### config.mk
export PLATFORM = sky130hd
export DESIGN_NAME = sdram_frame_scheduler
export DESIGN_NICKNAME = d
export VERILOG_FILES = /design/src/rtl/sdram_frame_scheduler_pkg.sv /design/src/rtl/sdram_frame_scheduler_load_pulse_gen.sv /design/src/rtl/sdram_frame_scheduler.sv
export SDC_FILE = /design/constraint.sdc
export NUM_CORES = 1
export LEC_CHECK = 0
export CAP_MARGIN = 40
export CELL_PAD_IN_SITES_DETAIL_PLACEMENT = 0
export CELL_PAD_IN_SITES_GLOBAL_PLACEMENT = 2
export CORE_UTILIZATION = 31
export CTS_CLUSTER_SIZE = 10
export DETAILED_ROUTE_END_ITERATION = 7
export PLACE_DENSITY = 0.86
export REMOVE_ABC_BUFFERS = 1
export SYNTH_ARGS = -nofsm -noshare
export SYNTH_HDL_FRONTEND = slang
export SYNTH_SLANG_ARGS = --single-unit
### constraint.sdc
create_clock -name clk -period 5.28 [get_ports clk]
set_input_delay 1.32 -clock clk [delete_from_list [all_inputs] [get_ports clk]]
set_output_delay 1.32 -clock clk [all_outputs]
set_load 0.005 [all_outputs]
### src/rtl/sdram_frame_scheduler_pkg.sv
// sdram_sched_pkg: shared FSM encoding and widths for the SDRAM frame scheduler.
package sdram_sched_pkg;
    typedef enum logic [1:0] {ST_IDLE, ST_INIT, ST_RUN} state_t;
    localparam int IDX_W = 2;
    localparam int CNT_W = 16;
endpackage

### src/rtl/sdram_frame_scheduler_load_pulse_gen.sv
// load_pulse_gen: a start in cycle t holds o_load high for cycles t+1 .. t+LOAD_W.
module load_pulse_gen #(
    parameter int LOAD_W = 4
) (
    input  logic clk,
    input  logic rst_n,
    input  logic i_start,
    output logic o_load,
    output logic o_busy
);
    localparam int CW = $clog2(LOAD_W + 1);
    logic [CW-1:0] r_cnt;
    always_ff @(posedge clk or negedge rst_n) begin
        if (!rst_n)
            r_cnt <= '0;
        else if (i_start)
            r_cnt <= CW'(LOAD_W);
        else if (r_cnt != '0)
            r_cnt <= r_cnt - 1'b1;
    end
    assign o_load = r_cnt != '0;
    assign o_busy = o_load;
endmodule

### src/rtl/sdram_frame_scheduler.sv
// sdram_frame_scheduler: tear-free double/triple frame-buffer rotation for the two-port SDRAM controller.
// Buffers swap only on frame events; each swap reloads the port with registered min/max addresses.
module sdram_frame_scheduler
    import sdram_sched_pkg::*;
#(
    parameter int                ADDR_W     = 21,
    parameter logic [ADDR_W-1:0] FRAME_SIZE = ADDR_W'(480000),
    parameter logic [ADDR_W-1:0] BASE_ADDR  = '0,
    parameter int                NUM_BUF    = 3,
    parameter int                LOAD_W     = 4
) (
    input  logic              clk,
    input  logic              rst_n,
    input  logic              i_sdram_init_done,
    input  logic              i_wr_frame_done,
    input  logic              i_rd_frame_start,
    output logic              o_wr_load,
    output logic [ADDR_W-1:0] o_wr_addr_min,
    output logic [ADDR_W-1:0] o_wr_addr_max,
    output logic              o_wr_enable,
    output logic              o_rd_load,
    output logic [ADDR_W-1:0] o_rd_addr_min,
    output logic [ADDR_W-1:0] o_rd_addr_max,
    output logic              o_rd_valid,
    output logic [IDX_W-1:0]  o_wr_idx,
    output logic [IDX_W-1:0]  o_rd_idx,
    output logic [CNT_W-1:0]  o_drop_cnt,
    output logic [CNT_W-1:0]  o_repeat_cnt
);
    function automatic logic [ADDR_W-1:0] buf_min(input logic [IDX_W-1:0] idx);
        return BASE_ADDR + ADDR_W'(idx) * FRAME_SIZE;
    endfunction

    state_t r_state, w_state_n;
    logic w_init, w_run;
    logic [IDX_W-1:0] r_wr_idx, r_rd_idx, r_ready_idx, w_wr_idx_n, w_rd_idx_n, w_ready_idx_n;
    logic r_ready, r_wr_pend, r_rd_pend, r_wr_act, r_rd_act;
    logic w_ready_n, w_wr_act_n, w_wr_svc, w_rd_svc, w_wr_start, w_rd_start, w_drop_inc, w_rep_inc;
    logic w_wr_load, w_wr_busy, w_rd_load, w_rd_busy;
    logic [ADDR_W-1:0] r_wr_min, r_wr_max, r_rd_min, r_rd_max;
    logic [CNT_W-1:0] r_drop, r_rep;

    load_pulse_gen #(.LOAD_W(LOAD_W)) u_wr_pulse (
        .clk(clk), .rst_n(rst_n), .i_start(w_wr_start), .o_load(w_wr_load), .o_busy(w_wr_busy)
    );
    load_pulse_gen #(.LOAD_W(LOAD_W)) u_rd_pulse (
        .clk(clk), .rst_n(rst_n), .i_start(w_rd_start), .o_load(w_rd_load), .o_busy(w_rd_busy)
    );

    always_ff @(posedge clk or negedge rst_n) begin
        if (!rst_n)
            r_state <= ST_IDLE;
        else
            r_state <= w_state_n;
    end

    always_comb begin
        w_state_n = r_state == ST_IDLE ? (i_sdram_init_done ? ST_INIT : ST_IDLE) : ST_RUN;
    end

    always_comb begin
        w_init = r_state == ST_INIT;
        w_run  = r_state == ST_RUN;
    end

    assign w_wr_svc = w_run && r_wr_pend && !w_wr_busy;
    assign w_rd_svc = w_run && r_rd_pend && !w_rd_busy;

    // Write service resolves first so a simultaneous read service displays the just-finished frame.
    always_comb begin
        w_wr_idx_n    = w_init ? '0 : r_wr_idx;
        w_rd_idx_n    = w_init ? IDX_W'(NUM_BUF - 1) : r_rd_idx;
        w_wr_act_n    = r_wr_act | w_init;
        w_wr_start    = w_init;
        w_rd_start    = w_init;
        w_ready_n     = r_ready;
        w_ready_idx_n = r_ready_idx;
        w_drop_inc    = 1'b0;
        w_rep_inc     = 1'b0;
        if (w_wr_svc) begin
            w_drop_inc    = r_ready;
            w_ready_n     = 1'b1;
            w_ready_idx_n = r_wr_idx;
            if (NUM_BUF == 3) begin
                w_wr_idx_n = IDX_W'(3) - r_rd_idx - r_wr_idx;
                w_wr_start = 1'b1;
            end else
                w_wr_act_n = 1'b0;
        end
        if (w_rd_svc) begin
            w_rep_inc = !w_ready_n;
            if (w_ready_n) begin
                w_rd_idx_n = w_ready_idx_n;
                w_ready_n  = 1'b0;
                w_rd_start = 1'b1;
                if (NUM_BUF == 2) begin
                    w_wr_idx_n = r_rd_idx;
                    w_wr_act_n = 1'b1;
                    w_wr_start = 1'b1;
                end
            end
        end
    end

    always_ff @(posedge clk or negedge rst_n) begin
        if (!rst_n) begin
            r_wr_idx    <= '0;
            r_rd_idx    <= '0;
            r_ready     <= 1'b0;
            r_ready_idx <= '0;
            r_wr_pend   <= 1'b0;
            r_rd_pend   <= 1'b0;
            r_wr_act    <= 1'b0;
            r_rd_act    <= 1'b0;
            r_wr_min    <= '0;
            r_wr_max    <= '0;
            r_rd_min    <= '0;
            r_rd_max    <= '0;
            r_drop      <= '0;
            r_rep       <= '0;
        end else begin
            r_wr_idx    <= w_wr_idx_n;
            r_rd_idx    <= w_rd_idx_n;
            r_ready     <= w_ready_n;
            r_ready_idx <= w_ready_idx_n;
            r_wr_pend   <= (w_run && i_wr_frame_done) || (r_wr_pend && !w_wr_svc);
            r_rd_pend   <= (w_run && i_rd_frame_start) || (r_rd_pend && !w_rd_svc);
            r_wr_act    <= w_wr_act_n;
            r_rd_act    <= r_rd_act | w_init;
            if (w_wr_start) begin
                r_wr_min <= buf_min(w_wr_idx_n);
                r_wr_max <= buf_min(w_wr_idx_n) + FRAME_SIZE;
            end
            if (w_rd_start) begin
                r_rd_min <= buf_min(w_rd_idx_n);
                r_rd_max <= buf_min(w_rd_idx_n) + FRAME_SIZE;
            end
            if (w_drop_inc && !(&r_drop))
                r_drop <= r_drop + 1'b1;
            if (w_rep_inc && !(&r_rep))
                r_rep <= r_rep + 1'b1;
        end
    end

    assign o_wr_load     = w_wr_load;
    assign o_rd_load     = w_rd_load;
    assign o_wr_enable   = r_wr_act && !w_wr_load;
    assign o_rd_valid    = r_rd_act && !w_rd_load;
    assign o_wr_addr_min = r_wr_min;
    assign o_wr_addr_max = r_wr_max;
    assign o_rd_addr_min = r_rd_min;
    assign o_rd_addr_max = r_rd_max;
    assign o_wr_idx      = r_wr_idx;
    assign o_rd_idx      = r_rd_idx;
    assign o_drop_cnt    = r_drop;
    assign o_repeat_cnt  = r_rep;
endmodule

# Yosys cells after proc, flatten, opt, wreduce, memory -nomap -nowiden
# Cells that the tools add are included.
dict set report word_totals {
  register_bits 119
  latch_bits 0
  ramBits 0
  rom_bits 0
  inputBits 5
  out_inout_bits 124
  elab_cells 78
  mem_count 0
}
dict set report classes {
  add_sub_neg 8
  multipliers 2
  div 0
  n_lt_le_gt_ge 0
  eq_ne 2
  shift 0
  n_mux 19
  bitwise_logic 2
  n_reduce_logical 28
}
# operator n
set op_table {}
lappend op_table {{$add 21x19->21 const B} 2}
lappend op_table {{$add 16x1->16 const B} 2}
lappend op_table {{$reduce_and 16->1} 2}
lappend op_table {{$mul 2x11->13 const B} 2}
lappend op_table {{$mux 2} 7}
lappend op_table {{$logic_and 1x1->1} 12}
lappend op_table {{$mux 3} 4}
lappend op_table {{$mux 1} 8}
lappend op_table {{$logic_not 1->1} 7}
lappend op_table {{$reduce_bool 3->1} 2}
lappend op_table {{$sub 3x1->3 const B} 2}
lappend op_table {{$reduce_bool 2->1} 2}
lappend op_table {{$eq 2x1->1 const B} 1}
lappend op_table {{$eq 2x2->1 const B} 1}
lappend op_table {{$logic_not 2->1} 1}
lappend op_table {{$logic_or 1x1->1} 2}
lappend op_table {{$or 1x1->1} 2}
lappend op_table {{$sub 2x2->2} 1}
lappend op_table {{$sub 2x2->2 const A} 1}

# Longest topological paths before layout
# Gate-level depths: netlist of run 1.
dict set report logic_depth {
  ltp_word 8
  mapped_depth 13
  ltp_nobuf 11
}

# Hierarchy
# Synthesis of run 1 repeated with hierarchy kept, for this count alone.
dict set report unflattened {
  hier_cells 402
  area_unflattened_um2 4149.0
}
# mod n_inst cells_each area_each_um2 seq_area_each_um2
set modules_own_cells {}
lappend modules_own_cells {sdram_frame_scheduler 1 368 3778.6 1801.7}
lappend modules_own_cells {load_pulse_gen 2 17 185.2 75.1}

# Worst setup path after synthesis of run 1
# OpenSTA, ideal clock, no wires.
dict set report synth_timing {
  kind {register -> register}
  from {register u_wr_pulse.r_cnt[0]}
  to {register r_rd_max[12], in the netlist o_rd_addr_max[12]}
  setup_time_ns 0.131
  t_arrival_ns 2.400
  t_required_ns 5.149
  path_slack_ns 2.749
  path_stages_with_launch 14
  n_path_buf 2
  period_less_slack_ns 2.531
  cell_sequence {dfrtp_1 -> inv_1 -> ha_1 -> and3b_1 -> buf_2 -> o2111ai_4 -> and2_4 -> buf_6 -> a21oi_1 -> ha_1 -> nand3b_1 -> nand4_1 -> a21oi_1 -> a221oi_1}
}
dict set report synth_between {
  elab_chain_cells 8
  word_cells_on_any_way 11
  classes_between {add/sub (1); mul (1); mux (6); reduce/logical (3)}
}
# item line
set synth_lines {}
lappend synth_lines {{from (decl)} sdram_frame_scheduler_load_pulse_gen.sv:12} ;# logic [CW-1:0] r_cnt;
lappend synth_lines {{from (signal assigned)} sdram_frame_scheduler_load_pulse_gen.sv:17} ;# r_cnt <= CW'(LOAD_W);
lappend synth_lines {{from (signal assigned)} sdram_frame_scheduler_load_pulse_gen.sv:19} ;# r_cnt <= r_cnt - 1'b1;
lappend synth_lines {{$reduce_bool 3->1 (*)} sdram_frame_scheduler_load_pulse_gen.sv:21} ;# assign o_load = r_cnt != '0;
lappend synth_lines {{$logic_not 1->1 (*)} sdram_frame_scheduler.sv:66} ;# assign w_wr_svc = w_run && r_wr_pend && !w_wr_busy;
lappend synth_lines {{$logic_and 1x1->1 (*)} sdram_frame_scheduler.sv:66}
lappend synth_lines {{$mux 2 or $mux 1 (tied branches)} sdram_frame_scheduler.sv:80} ;# if (w_wr_svc) begin
lappend synth_lines {{$mux 2} sdram_frame_scheduler.sv:92} ;# if (w_ready_n) begin
lappend synth_lines {{$mux 2} sdram_frame_scheduler.sv:90} ;# if (w_rd_svc) begin
lappend synth_lines {{$mul 2x11->13} sdram_frame_scheduler.sv:31} ;# return BASE_ADDR + ADDR_W'(idx) * FRAME_SIZE;
lappend synth_lines {{$add 21x19->21} sdram_frame_scheduler.sv:136} ;# r_rd_max <= buf_min(w_rd_idx_n) + FRAME_SIZE;
lappend synth_lines {{to (signal assigned)} sdram_frame_scheduler.sv:136}
lappend synth_lines {{to (decl)} sdram_frame_scheduler.sv:40} ;# logic [ADDR_W-1:0] r_wr_min, r_wr_max, r_rd_min, r_rd_max;
# Mark *: on every way between the ends. The rest lies on a longest branch, timed or not.
# A chain may end at the register's enable or synchronous reset.

# Worst setup path after layout of run 1
dict set report layout_timing {
  from {register u_rd_pulse.r_cnt[0]}
  to {output o_rd_valid}
}
dict set report layout_between {
  elab_chain_cells 3
}
# item line
set layout_lines {}
lappend layout_lines {{from (decl)} sdram_frame_scheduler_load_pulse_gen.sv:12}
lappend layout_lines {{from (signal assigned)} sdram_frame_scheduler_load_pulse_gen.sv:17}
lappend layout_lines {{from (signal assigned)} sdram_frame_scheduler_load_pulse_gen.sv:19}
lappend layout_lines {{$reduce_bool 3->1} sdram_frame_scheduler_load_pulse_gen.sv:21}
lappend layout_lines {{$logic_not 1->1} sdram_frame_scheduler.sv:148} ;# assign o_rd_valid = r_rd_act && !w_rd_load;
lappend layout_lines {{$logic_and 1x1->1} sdram_frame_scheduler.sv:148}
lappend layout_lines {{to (decl)} sdram_frame_scheduler.sv:24} ;# output logic o_rd_valid,
# Every way passes these cells.

==> results of run 1 <==
how the worst max path moves through the flow:
stage / slack [ps] / endpoint / cells after the start / startpoint
after floorplan: 2590 / o_rd_addr_max[12] / 11 / u_rd_pulse.r_cnt[0]
after global placement: 2020 / o_rd_valid / 5 / u_rd_pulse.r_cnt[0]
after detailed placement: 1910 / o_rd_valid / 5 / u_rd_pulse.r_cnt[0]
after CTS: 1530 / o_rd_valid / 5 / u_rd_pulse.r_cnt[0]
after global routing: 1410 / o_rd_valid / 5 / u_rd_pulse.r_cnt[0]
final: 1560 / o_rd_valid / 5 / u_rd_pulse.r_cnt[0]
layout make-up:
cell class	count	area [µm²]	share of cell area
multi-input combinational	280	1930	0.355
timing repair buffer	99	1000	0.184
inverter	11	41.3	0.00758
sequential	78	1950	0.358
tap	176	220	0.0404
clock inverter	4	45.0	0.00826
clock buffer	12	256	0.0471
critical path, delay by kind of cell, from the launching register on:
family / cells / cell delay, ps
DFF: 1 / 360
adders and majority gates: 1 / 190
and+or+nand+nor: 2 / 900
buffers and inverters: 2 / 610
cells by family (layout without fill, tap and decap cells):
group | Yosys count | in the layout | share of synthesized area
buffers and inverters | 78 | 126 | 0.124
xor gates and xnor gates | 33 | 33 | 0.0672
muxes | 10 | 10 | 0.0256
other | 1 | 32 | 0.000872
AOI/OAI and AO/OA | 56 | 56 | 0.0887
DFF | 78 | 78 | 0.454
adders and majority gates | 18 | 18 | 0.0523
and+or+nand+nor | 131 | 131 | 0.188
power breakdown:
part | leakage, nW | switching [mW] | internal, mW
combinational | 1.29 | 0.499 | 0.646
clock | 0.152 | 0.240 | 0.389
sequential | 0.981 | 0.165 | 0.777
total | 2.43 | 0.903 | 1.81
flip-flops by register name (all words and copies together), names as in the netlist:
signal,count
r_wr_act,1
r_ready,1
u_rd_pulse.r_cnt,3
r_rd_pend,1
o_rd_addr_min,5
u_wr_pulse.r_cnt,3
o_wr_addr_min,5
r_state,2
o_drop_cnt,16
o_repeat_cnt,16
r_wr_pend,1
o_wr_idx,2
r_rd_act,1
o_wr_addr_max,8
r_ready_idx,2
o_rd_idx,2
o_rd_addr_max,9
per-layer routing:
layer	GRT usage	up-vias	share of wire	wire length [µm]
met5	0	-	0	0
met4	0.0664	0	0.022	198
met3	0.0295	13	0.048	434
met2	0.207	93	0.46	4180
met1	0.176	1468	0.47	4180
li1	-	1459	-	-
cell usage in the layout, fill, tap and decap left out, drive strengths merged, types with 2 or more instances in the layout:
| master | n |
|---|---|
| and4 | 3 |
| inv | 11 |
| xor2 | 17 |
| buf | 4 |
| nor4 | 12 |
| nor4b | 2 |
| a21oi | 13 |
| mux2 | 8 |
| a21o | 8 |
| nor3 | 5 |
| nand4 | 9 |
| mux2i | 2 |
| nand3 | 19 |
| ha | 18 |
| o211ai | 3 |
| nand3b | 3 |
| dfrtp | 78 |
| o21a | 4 |
| a211oi | 2 |
| or2 | 2 |
| and2 | 7 |
| conb | 32 |
| xnor2 | 16 |
| and2b | 2 |
| a31oi | 3 |
| nor2 | 20 |
| nand2 | 31 |
| nand2b | 5 |
| clkdlybuf4s50 | 95 |
| clkinv | 3 |
| o21ai | 14 |
| o2111ai | 3 |
| clkbuf | 12 |
| and3 | 4 |
| nor2b | 3 |
==> impl_metrics.csv, run 1 <==
group,metric,value,unit
floorplanning,core_area,0.0134,mm²
yosys,yosysUniqueCellTypes,57,
cts,cts_buffers,9,
grt,antenna_found_initial,0,
power,ir_worst_vdd,0.270,mV
yosys,synth_area_leaders,"dfrtp_1 (45%), buf_4 (10%), ha_1 (5.2%)",
cts,post_cts_buffers,0,
drt,num_vias,3033,
placement,gp_congestion,0.751,
sta,fin_setup_tns,0,ps
setup_path,reg2reg_slack,2050,ps
layout,stdcell_area,0.00545,mm²
sta,fin_ws,1560,ps
placement,place_area,0.00515,mm²
min_path,hold_depth,1,
min_path,hold_end,"r_wr_act",
drt,routedWlPerCell,13.6,µm
floorplanning,die_y,120,µm
layout,diodes,0,
grt,grt_usage,0.134,
floorplanning,initial_core_util,0.321,
grt,grt_max_degree,50,
sta,clock.fmax,269,MHz
drt,routed_wl,8.99,mm
placement,place_ws,1910,ps
cts,cts.sinks,78,
power,cellPowerDensity,498,mW/mm²
floorplanning,die_w,120,µm
yosys,ys_warn_count,0,
sta,tightest_slew,837,ps
sta,slew_headroom,0.441,
drt,dr.pass1.iters,4,
yosys,ys_seq_area_frac,0.454,
setup_path,worstSetupPathType,"flip-flop to output pin",
setup_path,arrival,2400,ps
setup_path,rr_startpoint,"u_rd_pulse.r_cnt[0]",
setup_path,crit_required,3960,ps
layout,syn_to_final_growth,26.7,%
sta,rsz0062_at_grt,"false",
yosys,synth_top_area_frac,0.454,
yosys,synthCells,405,
cts,hold_buffers,0,
yosys,yosys.area.top_type,"dfrtp_1",
yosys,ys_ff_latch,78,
setup_path,reg2reg_depth,11,
layout,final_cells,660,
cts,clk_pin_slew_worst_paths,60,ps
setup_path,cpPeakStageDelay,680,ps
setup_path,crit_path_top_delay_cell,"nor2b_1",
drt,drc,0,
job,cap_viol_max_count,0,
cts,clk_latency,340,ps
floorplanning,die_area,0.0144,mm²
layout,final_core_util,0.407,
setup_path,path_cells,"inv_1 -> ha_1 -> nor2b_1 -> and2_1 -> clkdlybuf4s50_1",
yosys,async_flop_share,1.00,
floorplanning,rows,42,
drt,vias_per_cell,4.60,
power,leakage,2.43,nW
placement,io_buffers,96,
cts,root_buffer,"clkbuf_16",
power,finalPower,2.72,mW
setup_path,timing.rr.end,"o_rd_addr_max[12]",
placement,dp.cells,644,
drt,drtAntennaViolNets,0,
cts,tritoncts,"yes",
layout,nets,502,
cts,cts_buffer_depth,2,
run_status,status,"complete, no violations",
yosys,syn_area,0.00430,mm²
sta,hold_violations,0,
sta,fin_crit,3720,ps
yosys,post-synth-top-count-cell,"dfrtp_1",
yosys,yosys-top-cells-count,"dfrtp_1 (78), buf_4 (59), nand2_1 (30)",
sta,setup_viol,0,
yosys,synth-edff-count,0,
yosys,synth.avg_cell_area,10.6,µm²
layout,fillers,1341,
sta,hold_ws,457,ps
placement,dp_hpwl,6.42,mm
grt,gr-total-overflow,0,
cts,htreeDepth,3,
cts,cts_resized,0,
min_path,hold_start,"r_wr_act",
yosys,ys.flop_type,"dfrtp_1",
drt,drt_iter0_markers,156,
grt,grt_pass1_vias,3036,
min_path,hold_class,"flip-flop to flip-flop",
layout,layout-drive-gt1-share,0.0888,
grt,grt_pass1_wl,15.1,mm
setup_path,path_max_fanout,8,
setup_path,start_kind,"flip-flop",
floorplanning,io_pins,129,
sta,slew_violations,0,
setup_path,critPathCaptureType,"output pin",
sta,period_share,0.704,
sta,finClkSkew,6.23,ps
Power figures use the tool's default switching activity.
==> run 2: changes to the inputs <==
--- a/config.mk
+++ b/config.mk
@@ -8,10 +8,10 @@
 export CAP_MARGIN = 40
 export CELL_PAD_IN_SITES_DETAIL_PLACEMENT = 0
 export CELL_PAD_IN_SITES_GLOBAL_PLACEMENT = 2
-export CORE_UTILIZATION = 31
+export CORE_UTILIZATION = 29
 export CTS_CLUSTER_SIZE = 10
 export DETAILED_ROUTE_END_ITERATION = 7
-export PLACE_DENSITY = 0.86
+export PLACE_DENSITY = 0.81
 export REMOVE_ABC_BUFFERS = 1
 export SYNTH_ARGS = -nofsm -noshare
 export SYNTH_HDL_FRONTEND = slang
==> constraint.sdc (replaced) <==
create_clock -name clk -period 3.5 [get_ports clk]
set_input_delay 0.875 -clock clk [delete_from_list [all_inputs] [get_ports clk]]
set_output_delay 0.875 -clock clk [all_outputs]
set_load 0.005 [all_outputs]
==> run 2 against run 1 <==
Against the previous run: flip-flop and latch count unchanged; cell count increased by 1.4%; utilization decreased by 3.1 points; die area increased by 6.8%; power increased by 49%; global-route usage decreased by 0.51 points; sequential power increased by 52%; via count decreased by 0.13%; wire length increased by 2.7%.
==> impl_metrics.csv, run 2 (synthesized netlist as in run 1, its figures left out) <==
group,metric,value,unit
sta,fin_setup_tns,0,ps
sta,setup_viol,0,
cts,clk_latency,340,ps
layout,syn_to_final_growth,26.5,%
placement,place_ws,734,ps
layout,final_cells,669,
grt,grt_pass1_wl,14.9,mm
setup_path,worstSetupPathType,"flip-flop to output pin",
floorplanning,core_area,0.0145,mm²
power,ir_worst_vdd,0.433,mV
drt,routed_wl,9.24,mm
placement,dp_hpwl,6.59,mm
grt,grt_max_degree,42,
setup_path,rr_startpoint,"u_wr_pulse.r_cnt[0]",
drt,drc,0,
layout,final_common_cell,"clkdlybuf4s50_1",
layout,diodes,0,
setup_path,path_max_fanout,4,
sta,clock.fmax,342,MHz
sta,slew_violations,0,
setup_path,crit_required,2620,ps
sta,hold_ws,456,ps
floorplanning,die_w,124,µm
cts,post_cts_buffers,0,
grt,antenna_found_initial,0,
cts,cts_buffer_depth,2,
cts,cts_resized,0,
drt,dr.pass1.iters,4,
floorplanning,die_area,0.0153,mm²
sta,fin_ws,576,ps
sta,finClkSkew,6.23,ps
placement,dp.cells,654,
sta,rsz0062_at_grt,"false",
power,cellPowerDensity,742,mW/mm²
setup_path,reg2reg_depth,11,
cts,tritoncts,"yes",
run_status,status,"complete, no violations",
cts,clk_pin_slew_worst_paths,60,ps
setup_path,cp-endpoint,"o_wr_enable",
floorplanning,die_y,124,µm
placement,gp_congestion,0.745,
job,cap_viol_max_count,0,
drt,drtAntennaViolNets,0,
cts,cts_buffers,9,
floorplanning,io_pins,129,
setup_path,timing.rr.end,"o_rd_addr_max[12]",
setup_path,start_kind,"flip-flop",
power,leakage,2.42,nW
layout,nets,504,
layout,layout_common_cells,"clkdlybuf4s50_1 (95), dfrtp_1 (78), conb_1 (32)",
sta,tightest_slew,596,ps
setup_path,reg2reg_slack,700,ps
cts,cts.sinks,78,
sta,fin_crit,2920,ps
sta,slew_headroom,0.603,
layout,stdcell_area,0.00544,mm²
cts,hold_buffers,0,
layout,layout-drive-gt1-share,0.0928,
sta,period_share,0.835,
floorplanning,initial_core_util,0.297,
placement,io_buffers,96,
floorplanning,rows,44,
cts,htreeDepth,3,
grt,gr-total-overflow,0,
drt,drt_iter0_markers,128,
grt,grt_pass1_vias,2933,
setup_path,startpoint,"u_wr_pulse.r_cnt[0]",
min_path,hold_class,"flip-flop to flip-flop",
setup_path,arrival,2050,ps
cts,root_buffer,"clkbuf_16",
drt,vias_per_cell,4.53,
sta,hold_violations,0,
drt,routedWlPerCell,13.8,µm
drt,num_vias,3029,
setup_path,critPathCaptureType,"output pin",
placement,place_area,0.00517,mm²
grt,grt_usage,0.129,
run 2: worst max-delay path, cell delays in order (launching register included):
cell	delay, ps
dfrtp_1	350
inv_1	120
ha_1	260
nor2b_1	300
and2_1	190
clkdlybuf4s50_1	500
run 2: how the worst min path moves through the flow:
stage | startpoint | endpoint | slack (ps) | depth (start not counted)
floorplan | r_rd_act | r_rd_act | 430 | 1
global placement | r_rd_act | r_rd_act | 440 | 1
detailed placement | r_rd_act | r_rd_act | 450 | 1
CTS | r_rd_act | r_rd_act | 460 | 1
global route | r_rd_act | r_rd_act | 490 | 1
finish | r_rd_act | r_rd_act | 460 | 1
run 2: per-stage QoR:
step                power, mW  utilization
CTS                      4.12        0.376
global placement         3.18        0.355
global route             4.35        0.376
detailed placement       3.20        0.357
finish                   4.04        0.376
floorplan                2.26            -
run 2: layout make-up:
| class | count | area [µm²] |
|---|---|---|
| clock buffers | 11 | 253 |
| inverters | 11 | 41.3 |
| clock inverters | 4 | 22.5 |
| repair buffers | 101 | 1010 |
| fillers | 1429 | 9040 |
| well taps | 184 | 230 |
| multi-input cells | 280 | 1930 |
| flip-flops and latches | 78 | 1950 |
run 2: routing by layer:
layer,GRT usage,vias up,part of all wire
met3,0.0403,8,0.051
met4,0.0520,0,0.017
met2,0.207,93,0.48
met5,0,-,0
met1,0.160,1463,0.46
li1,-,1465,-
run 2: report_power, final:
| group | total [mW] | switching (mW) | internal [mW] |
|---|---|---|---|
| sequential | 1.43 | 0.254 | 1.17 |
| combinational | 1.74 | 0.758 | 0.983 |
| clock | 0.873 | 0.363 | 0.511 |
| total | 4.04 | 1.37 | 2.67 |
==> run 3: changes to the inputs <==
--- a/config.mk
+++ b/config.mk
@@ -8,10 +8,10 @@
 export CAP_MARGIN = 40
 export CELL_PAD_IN_SITES_DETAIL_PLACEMENT = 0
 export CELL_PAD_IN_SITES_GLOBAL_PLACEMENT = 2
-export CORE_UTILIZATION = 29
+export CORE_UTILIZATION = 26
 export CTS_CLUSTER_SIZE = 10
 export DETAILED_ROUTE_END_ITERATION = 7
-export PLACE_DENSITY = 0.81
+export PLACE_DENSITY = 0.77
 export REMOVE_ABC_BUFFERS = 1
 export SYNTH_ARGS = -nofsm -noshare
 export SYNTH_HDL_FRONTEND = slang
==> constraint.sdc (replaced) <==
create_clock -name clk -period 2.4 [get_ports clk]
set_input_delay 0.6 -clock clk [delete_from_list [all_inputs] [get_ports clk]]
set_output_delay 0.6 -clock clk [all_outputs]
set_load 0.005 [all_outputs]
==> run 3 against run 2 <==
Against the previous run: clock power grew 50%; register-to-register slack got worse by 600 ps; largest cell class is now multi-input combinational cells; wire length increased by 4.9%; largest power group unchanged; utilization shrank 1.8 points; first-iteration DRC count is 1.6% lower.
==> impl_metrics.csv, run 3 (synthesized netlist as in run 1, its figures left out) <==
group,metric,value,unit
layout,layout-drive-gt1-share,0.164,
sta,fin_setup_tns,0,ps
run_status,status,"complete, no violations",
setup_path,path_max_fanout,5,
power,cellPowerDensity,1080,mW/mm²
cts,clk_pin_slew_worst_paths,60,ps
drt,routed_wl,9.69,mm
sta,clock.fmax,434,MHz
layout,syn_to_final_growth,32.9,%
setup_path,arrival,2520,ps
layout,nets,529,
setup_path,rr_startpoint,"u_rd_pulse.r_cnt[1]",
setup_path,worstSetupPathType,"flip-flop to flip-flop",
floorplanning,initial_core_util,0.269,
cts,tritoncts,"yes",
layout,fillers,1641,
floorplanning,die_w,131,µm
grt,grt_pass1_vias,3171,
cts,cts_buffer_depth,2,
sta,hold_ws,172,ps
drt,dr.pass1.iters,4,
power,ir_worst_vdd,0.481,mV
grt,gr-total-overflow,0,
setup_path,critPathCaptureType,"flip-flop",
sta,fin_ws,97.1,ps
grt,grt_max_degree,53,
setup_path,reg2reg_depth,12,
placement,gp_congestion,0.767,
sta,finClkSkew,6.65,ps
cts,cts_buffers,9,
floorplanning,die_y,131,µm
drt,num_vias,3148,
placement,dp_hpwl,7.06,mm
sta,hold_violations,0,
floorplanning,die_area,0.0171,mm²
cts,hold_buffers,0,
min_path,hold_class,"primary input to async pin",
setup_path,crit_required,2620,ps
drt,routedWlPerCell,13.3,µm
drt,vias_per_cell,4.33,
cts,htreeDepth,3,
floorplanning,io_pins,129,
sta,fin_crit,2300,ps
job,cap_viol_max_count,0,
floorplanning,core_area,0.0160,mm²
layout,layout_common_cells,"clkdlybuf4s50_1 (91), dfrtp_1 (78), conb_1 (32)",
layout,final-seq-area,0.00195,mm²
grt,antenna_found_initial,0,
drt,drc,0,
cts,clk_latency,340,ps
layout,final_common_cell,"clkdlybuf4s50_1",
layout,multiInputGateArea,0.00197,mm²
power,leakage,2.55,nW
floorplanning,rows,46,
cts,cts.sinks,78,
power,finalPower,6.20,mW
cts,root_buffer,"clkbuf_16",
setup_path,timing.rr.end,"o_rd_addr_max[12]",
setup_path,reg2reg_slack,100,ps
placement,io_buffers,96,
setup_path,start_kind,"flip-flop",
sta,setup_viol,0,
drt,drt_iter0_markers,126,
sta,slew_violations,0,
layout,diodes,0,
sta,rsz0062_at_grt,"true",
grt,grt_pass1_wl,15.5,mm
grt,grt_usage,0.118,
drt,drtAntennaViolNets,0,
sta,period_share,0.960,
placement,place_ws,-107,ps
==> run 3: changes by cell type in the layout (fill, tap and decap cells not counted), moves of 3 or more <==
cell	delta
buf_4	+24
clkdlybuf4s50_1	-4
dlygate4sd2_1	+3
inv_1	-3
inv_2	+3
==> run 3: how the worst max path moves through the flow <==
stage | start | endpoint | slack (ps) | cells after the start
floorplan | u_rd_pulse.r_cnt[0] | o_rd_addr_max[12] | -290 | 11
global placement | u_rd_pulse.r_cnt[1] | o_rd_addr_max[12] | 40 | 12
detailed placement | u_rd_pulse.r_cnt[1] | o_rd_addr_max[12] | -110 | 12
CTS | u_wr_pulse.r_cnt[1] | o_rd_addr_max[12] | 9 | 11
global route | u_rd_pulse.r_cnt[1] | o_rd_addr_max[12] | -40 | 13
finish | u_rd_pulse.r_cnt[1] | o_rd_addr_max[12] | 100 | 12
==> run 3: through the flow <==
stage | utilization | area [µm²] | instances
6_report | 0.357 | 5720 | 727
5_1_grt | 0.357 | 5720 | 727
4_1_cts | 0.356 | 5690 | 726
3_5_place_dp | 0.335 | 5360 | 707
3_3_place_gp | 0.335 | 5360 | 707
2_1_floorplan | - | 3930 | 369
==> run 3: layout make-up <==
class                           count  area share
Timing Repair Buffer              126       0.210
Inverter                           11     0.00722
Multi-Input combinational cell    280       0.345
Clock buffer                       11      0.0442
Clock inverter                      5     0.00591
Sequential cell                    78       0.341
Tap cell                          216      0.0473
==> run 3: power by group <==
| part | total, mW | switching (mW) | internal, mW |
|---|---|---|---|
| sequential | 2.08 | 0.374 | 1.71 |
| clock | 1.31 | 0.558 | 0.755 |
| combinational | 2.80 | 1.18 | 1.63 |
| total | 6.20 | 2.11 | 4.09 |
==> run 3: critical path: stages, from the launching register on <==
cell and delay, ps:
dfrtp_1 390, inv_2 70, ha_2 170, nor2b_4 150, buf_4 140, o2111ai_4 160
and2_4 230, a21o_1 220, ha_1 210, nand3b_1 130, nand4_1 100, a21oi_1 150
a221oi_1 60
==> run 3: layer usage <==
layer  routed length [µm]  vias up  global-route usage  part of all wire
li1                     -     1513                   -                 -
met1                 4450     1540               0.147              0.46
met2                 4710       83               0.194              0.49
met3                  369       12              0.0244             0.038
met4                  160        0              0.0568             0.017
met5                    0        -                   0                 0
==> run 3: timing repair <==
action,4_1_cts,5_1_grt
gates resized for setup,14,8
pin swaps,0,1
setup endpoints to repair,9,7
setup buffers,3,1
